### config.mk
export PLATFORM = sky130hd
export DESIGN_NAME = alu_share_arb
export DESIGN_NICKNAME = d
export VERILOG_FILES = /design/src/rtl/alu_share_arb.sv
export SDC_FILE = /design/constraint.sdc
export NUM_CORES = 1
export LEC_CHECK = 0
export ABC_AREA = 1
export CAP_MARGIN = 20
export CELL_PAD_IN_SITES_DETAIL_PLACEMENT = 0
export CELL_PAD_IN_SITES_GLOBAL_PLACEMENT = 1
export CORE_UTILIZATION = 25
export DETAILED_ROUTE_END_ITERATION = 10
export GPL_TIMING_DRIVEN = 0
export PLACE_DENSITY = 0.84
export REMOVE_ABC_BUFFERS = 1
export SETUP_SLACK_MARGIN = 0.4
export SLEW_MARGIN = 10
export SYNTH_ARGS = -nofsm -noshare
export SYNTH_HDL_FRONTEND = slang
export SYNTH_SLANG_ARGS = --single-unit
### constraint.sdc
create_clock -name clk -period 1.6 [get_ports clk]
set_input_delay 0.24 -clock clk [delete_from_list [all_inputs] [get_ports clk]]
set_output_delay 0.24 -clock clk [all_outputs]
set_load 0.05 [all_outputs]
### src/rtl/alu_share_arb.sv
// Round-robin arbiter/sequencer sharing one combinational ALU between NREQ requesters.
// Latency: accept in cycle N, rsp_valid in N+2. Throughput is at most one op every 3 cycles.
// Backpressure: the result is held in RESP until rsp_ready[owner]; req_ready is zero outside IDLE.
//
// Ports: clk/rst (sync, active-high); req_valid/req_ready/req_a/req_b/req_ctr per requester;
//        rsp_valid (owner bit only)/rsp_ready/rsp_data/rsp_less/rsp_zero back to the owner;
//        alu_a/alu_b/alu_ctr registered toward the ALU, alu_out/alu_is_less/alu_is_zero from it.
// Optional: define ALU_ARB_PERF_EN to add the perf_ops / perf_stall counter outputs.
module alu_share_arb #(
  parameter int NREQ = 2,
  parameter int IDW  = 1
) (
  input  logic               clk,
  input  logic               rst,
  input  logic [NREQ-1:0]    req_valid,
  output logic [NREQ-1:0]    req_ready,
  input  logic [NREQ*32-1:0] req_a,
  input  logic [NREQ*32-1:0] req_b,
  input  logic [NREQ*4-1:0]  req_ctr,
  output logic [NREQ-1:0]    rsp_valid,
  input  logic [NREQ-1:0]    rsp_ready,
  output logic [31:0]        rsp_data,
  output logic               rsp_less,
  output logic               rsp_zero,
  output logic [31:0]        alu_a,
  output logic [31:0]        alu_b,
  output logic [3:0]         alu_ctr,
  input  logic [31:0]        alu_out,
  input  logic               alu_is_less,
  input  logic               alu_is_zero
`ifdef ALU_ARB_PERF_EN
  ,
  output logic [31:0]        perf_ops,
  output logic [31:0]        perf_stall
`endif
);

  // With NREQ=1 the index width is zero; keep a 1-bit register that simply stays 0.
  localparam int OW = (IDW > 0) ? IDW : 1;

  typedef enum logic [1:0] {S_IDLE, S_EXEC, S_RESP} state_t;

  state_t          state_q;
  logic [OW-1:0]   prio_q;
  logic [OW-1:0]   owner_q;
  logic [NREQ-1:0] rsp_vld_q;
  logic [31:0]     alu_a_q, alu_b_q, rsp_data_q;
  logic [3:0]      alu_ctr_q;
  logic            rsp_less_q, rsp_zero_q;

  logic            found;
  logic [OW-1:0]   win;
  logic [NREQ-1:0] grant;

  // Two passes give the wrap-around scan: first requesters at or above prio,
  // then from 0 upward.
  always_comb begin
    found = 1'b0;
    win   = '0;
    grant = '0;
    for (int i = 0; i < NREQ; i++) begin
      if (!found && req_valid[i] && (OW'(i) >= prio_q)) begin
        found = 1'b1;
        win   = OW'(i);
      end
    end
    for (int i = 0; i < NREQ; i++) begin
      if (!found && req_valid[i]) begin
        found = 1'b1;
        win   = OW'(i);
      end
    end
    if (found) grant[win] = 1'b1;
  end

  // Grant is combinational from state, prio and req_valid only; forced low in reset.
  assign req_ready = (state_q == S_IDLE && !rst) ? grant : '0;
  assign rsp_valid = rst ? '0 : rsp_vld_q;
  assign rsp_data  = rsp_data_q;
  assign rsp_less  = rsp_less_q;
  assign rsp_zero  = rsp_zero_q;
  assign alu_a     = alu_a_q;
  assign alu_b     = alu_b_q;
  assign alu_ctr   = alu_ctr_q;

  always_ff @(posedge clk) begin
    if (rst) begin
      state_q    <= S_IDLE;
      prio_q     <= '0;
      owner_q    <= '0;
      rsp_vld_q  <= '0;
      alu_a_q    <= '0;
      alu_b_q    <= '0;
      alu_ctr_q  <= '0;
      rsp_data_q <= '0;
      rsp_less_q <= 1'b0;
      rsp_zero_q <= 1'b0;
    end else begin
      case (state_q)
        S_IDLE: begin
          if (found) begin
            alu_a_q   <= req_a[32*win +: 32];
            alu_b_q   <= req_b[32*win +: 32];
            alu_ctr_q <= req_ctr[4*win +: 4];
            owner_q   <= win;
            prio_q    <= (int'(win) == NREQ - 1) ? '0 : win + OW'(1);
            state_q   <= S_EXEC;
          end
        end
        S_EXEC: begin
          rsp_data_q         <= alu_out;
          rsp_less_q         <= alu_is_less;
          rsp_zero_q         <= alu_is_zero;
          rsp_vld_q          <= '0;
          rsp_vld_q[owner_q] <= 1'b1;
          state_q            <= S_RESP;
        end
        S_RESP: begin
          // Only the owner's ready bit completes the handshake.
          if (rsp_ready[owner_q]) begin
            rsp_vld_q <= '0;
            state_q   <= S_IDLE;
          end
        end
        default: begin
          rsp_vld_q <= '0;
          state_q   <= S_IDLE;
        end
      endcase
    end
  end

`ifdef ALU_ARB_PERF_EN
  logic [31:0] perf_ops_q, perf_stall_q;

  always_ff @(posedge clk) begin
    if (rst) begin
      perf_ops_q   <= '0;
      perf_stall_q <= '0;
    end else begin
      if (|req_ready) perf_ops_q <= perf_ops_q + 32'd1;
      if ((|req_valid) && !(|req_ready)) perf_stall_q <= perf_stall_q + 32'd1;
    end
  end

  assign perf_ops   = perf_ops_q;
  assign perf_stall = perf_stall_q;
`endif

endmodule
==> flow_summary.ini <==
[timing]
hold_viol_final = 0
max_freq_mhz = 591
setup_viol = 3
tns_ns = -0.100
holdWs_ns = 0.379
fin_crit_ns = 1.69
tightest_slew_ns = 0.532
slew_viol_final = 0
slew_headroom_pct = 64.5
finalCritPeriodShare_pct = 106
rsz0062_at_grt = true
final.setup.worst_slack_ns = -0.0931
clock_skew_ns = 0.00821

[yosys]
synth_cells = 705
synth_async_sr_flop_share_pct = 0
synth_cell_type_count = 19
syn_area_um2 = 4810
synth_edf_count = 0
yosys_most_used_dff = dfxtp_1
ys_warn_count = 0
synth-seq-cells = 108
yosys.area.top_type = dfxtp_1
seq_area_frac_synth_pct = 45.0
avgSynthCellArea_um2 = 6.82
synth_top_area_share_pct = 45.0
yosysMostFrequentCell = nand2_1
ys_top_cells_by_count = 179 x nand2_1, 132 x nand3_1, 108 x dfxtp_1
synthTopCellsByArea = dfxtp_1 45%, nand2_1 14%, nand3_1 14%

[pwr]
power.switching_mw = 3.68
intPower_mw = 6.06
p_seq_share_pct = 32.7
p_total_mw = 9.75
combPwrFrac_pct = 42.9
vdd_drop_max_mv = 0.661
clkPwrFrac_pct = 24.4
sw_frac_of_total_pct = 37.8
cellPowerDensity_nw_per_um2 = 993
p_leak_nw = 4.60

[final_layout]
fin_nets = 1179
stdcell_count = 1242
area_growth_pct = 104
multi_input_area_um2 = 3160
n_fill_cell = 1810
n_antenna_cell = 0
drive_gt1_share_pct = 34.6
seq_area_um2 = 2190
design_area_um2 = 9810

[setup_path]
crit_fanout = 3
worst-path-buf-inv = 3
critPathRequiredTime_ns = 1.36
startpoint_type = flop
worstSetupEndpointType = primary output
crit_arrival_ns = 1.45
cpMostUsedCell = nor2_4
cp_top_family = flip-flops
path_class = reg -> out
critical-path-max-stage-delay_ns = 0.37
crit_chain = nor2_4 -> o21ai_4 -> buf_12 -> nor2_4 -> nand2_2 -> inv_2 -> buf_8
cpMaxStageDelayCell = dfxtp_4

[global_routing]
grt_max_degree = 55
track_usage_pct = 20.4
antenna_found_initial = 0
grt_pass1_wl_um = 31000
grt_overflow = 0
grt_pass1_vias = 5524

[detailed_routing]
avgViaCountPerCell = 4.75
via_count = 5903
ant_nets = 0
first_pass_iters = 6
drc_errors = 0
drt_iter0_drc = 208
drt_wl_total_um = 21900
wl_per_cell_um = 17.6

[placed_design]
portBuffers = 281
gp_congestion = 0.735
hpwlAfterDp_um = 12300
place_inst = 1174
placed_cell_area_um2 = 7910

[cts]
cts_max_level = 3
cts_inserted_buffers = 9
root_buffer = clkbuf_16
clk_path_buf_depth = 2
cts_tree = done
clkLatencyLatePin_ns = 0.35
clk_pin_slew_ns = 0.07
cts.sinks = 108

[outcome]
violations = negative setup slack
status = finished with violations

[die]
dieWidth_um = 141
ioPinCount = 282
core_um2 = 18800
rows = 50
initial_core_util_pct = 25.6
fp.dieH_um = 141
dieArea_um2 = 19800

[job]
max_cap_violations = 0

[min_path]
min_path_type = in -> reg
[path summary, 6_finish.rpt]
path,startpoint,endpoint,slack [ns],cells after the start
setup / recovery,state_q[1]$_SDFFE_PP0P_,req_ready[0],-0.09,7
hold / removal,rst,state_q[1]$_SDFFE_PP0P_,0.38,2
setup reg to reg,state_q[0]$_SDFFE_PP0P_,alu_b[4]$_SDFFE_PP0P_,-0.01,10
hold reg to reg,alu_b[20]$_SDFFE_PP0P_,alu_b[20]$_SDFFE_PP0P_,0.45,2
[worst reg2reg max path, stage by stage (launching register included)]
cell and delay, ns:
dfxtp_4 0.37, buf_8 0.11, inv_4 0.03, nand2_4 0.09, nor2_4 0.05, buf_12 0.13
buf_12 0.12, buf_12 0.15, nor2_4 0.27, nand2_1 0.12, nand3_1 0.10
[per-layer routing]
| layer | up-vias | track usage [%] | part of all wire (%) |
|---|---|---|---|
| met5 | - | 0 | 0 |
| met2 | 226 | 35.3 | 49 |
| met4 | 0 | 6.01 | 2.0 |
| met3 | 23 | 6.69 | 8.2 |
| li1 | 2901 | - | - |
| met1 | 2753 | 24.0 | 41 |
[state kept, by name, indices dropped and copies added, names as in the netlist, 2 cells and up]
register / count
alu_b: 32
state_q: 2
rsp_vld_q: 2
rsp_data: 32
alu_a: 32
alu_ctr: 4
[kinds of logic (layout without fill, tap and decap cells)]
logic type             after synthesis  in the layout  synth area share [%]
and+or+nand+nor                    442            445                  41.0
buffers and inverters              116            416                  9.83
DFF                                108            108                  45.0
AOI/OAI and AO/OA                   39             39                  4.19
[power groups by stage]
stage          sequential, mW  clock (mW)  combinational (mW)
5_1_grt                  3.23        2.58                4.42
3_5_place_dp             3.18           0                3.22
2_1_floorplan            4.11           0               0.824
4_1_cts                  3.12        2.50                3.50
3_3_place_gp             3.17           0                3.11
6_report                 3.19        2.38                4.18
[layout by cell type (no fill, tap or decap), drive strengths merged, types with 35 or more instances in the layout]
master,count
nand2,182
clkdlybuf4s50,172
nand3,132
buf,127
dfxtp,108
nor2,78
inv,61
nand4,52
clkbuf,49
o21ai,35
[cell type report]
cell class / instances / share of cell area, %
flip-flops and latches: 108 / 22.3
inverters: 60 / 2.50
repair buffers: 340 / 36.8
clock buffers: 11 / 2.58
multi-input cells: 484 / 32.2
clock inverters: 5 / 0.587
well taps: 234 / 2.98
[stage by stage]
| step | setup WS, ns | util, % |
|---|---|---|
| floorplan | -1.82 | - |
| global placement | -4.95 | 40.9 |
| detailed placement | -1.88 | 42.2 |
| CTS | -0.0996 | 45.9 |
| global route | -0.155 | 52.3 |
| finish | -0.0931 | 52.3 |
[timing repair]
item / in CTS / in global routing
endpoints found under the setup margin: 214 / 182
cloned: 9 / 6
hold buffers: 0 / 0
endpoints found under the hold margin: 0 / 0
pin swaps: 10 / 63
setup buffers: 23 / 14
gates resized for setup: 344 / 539
Note: power is estimated with default switching activity, not from simulation.
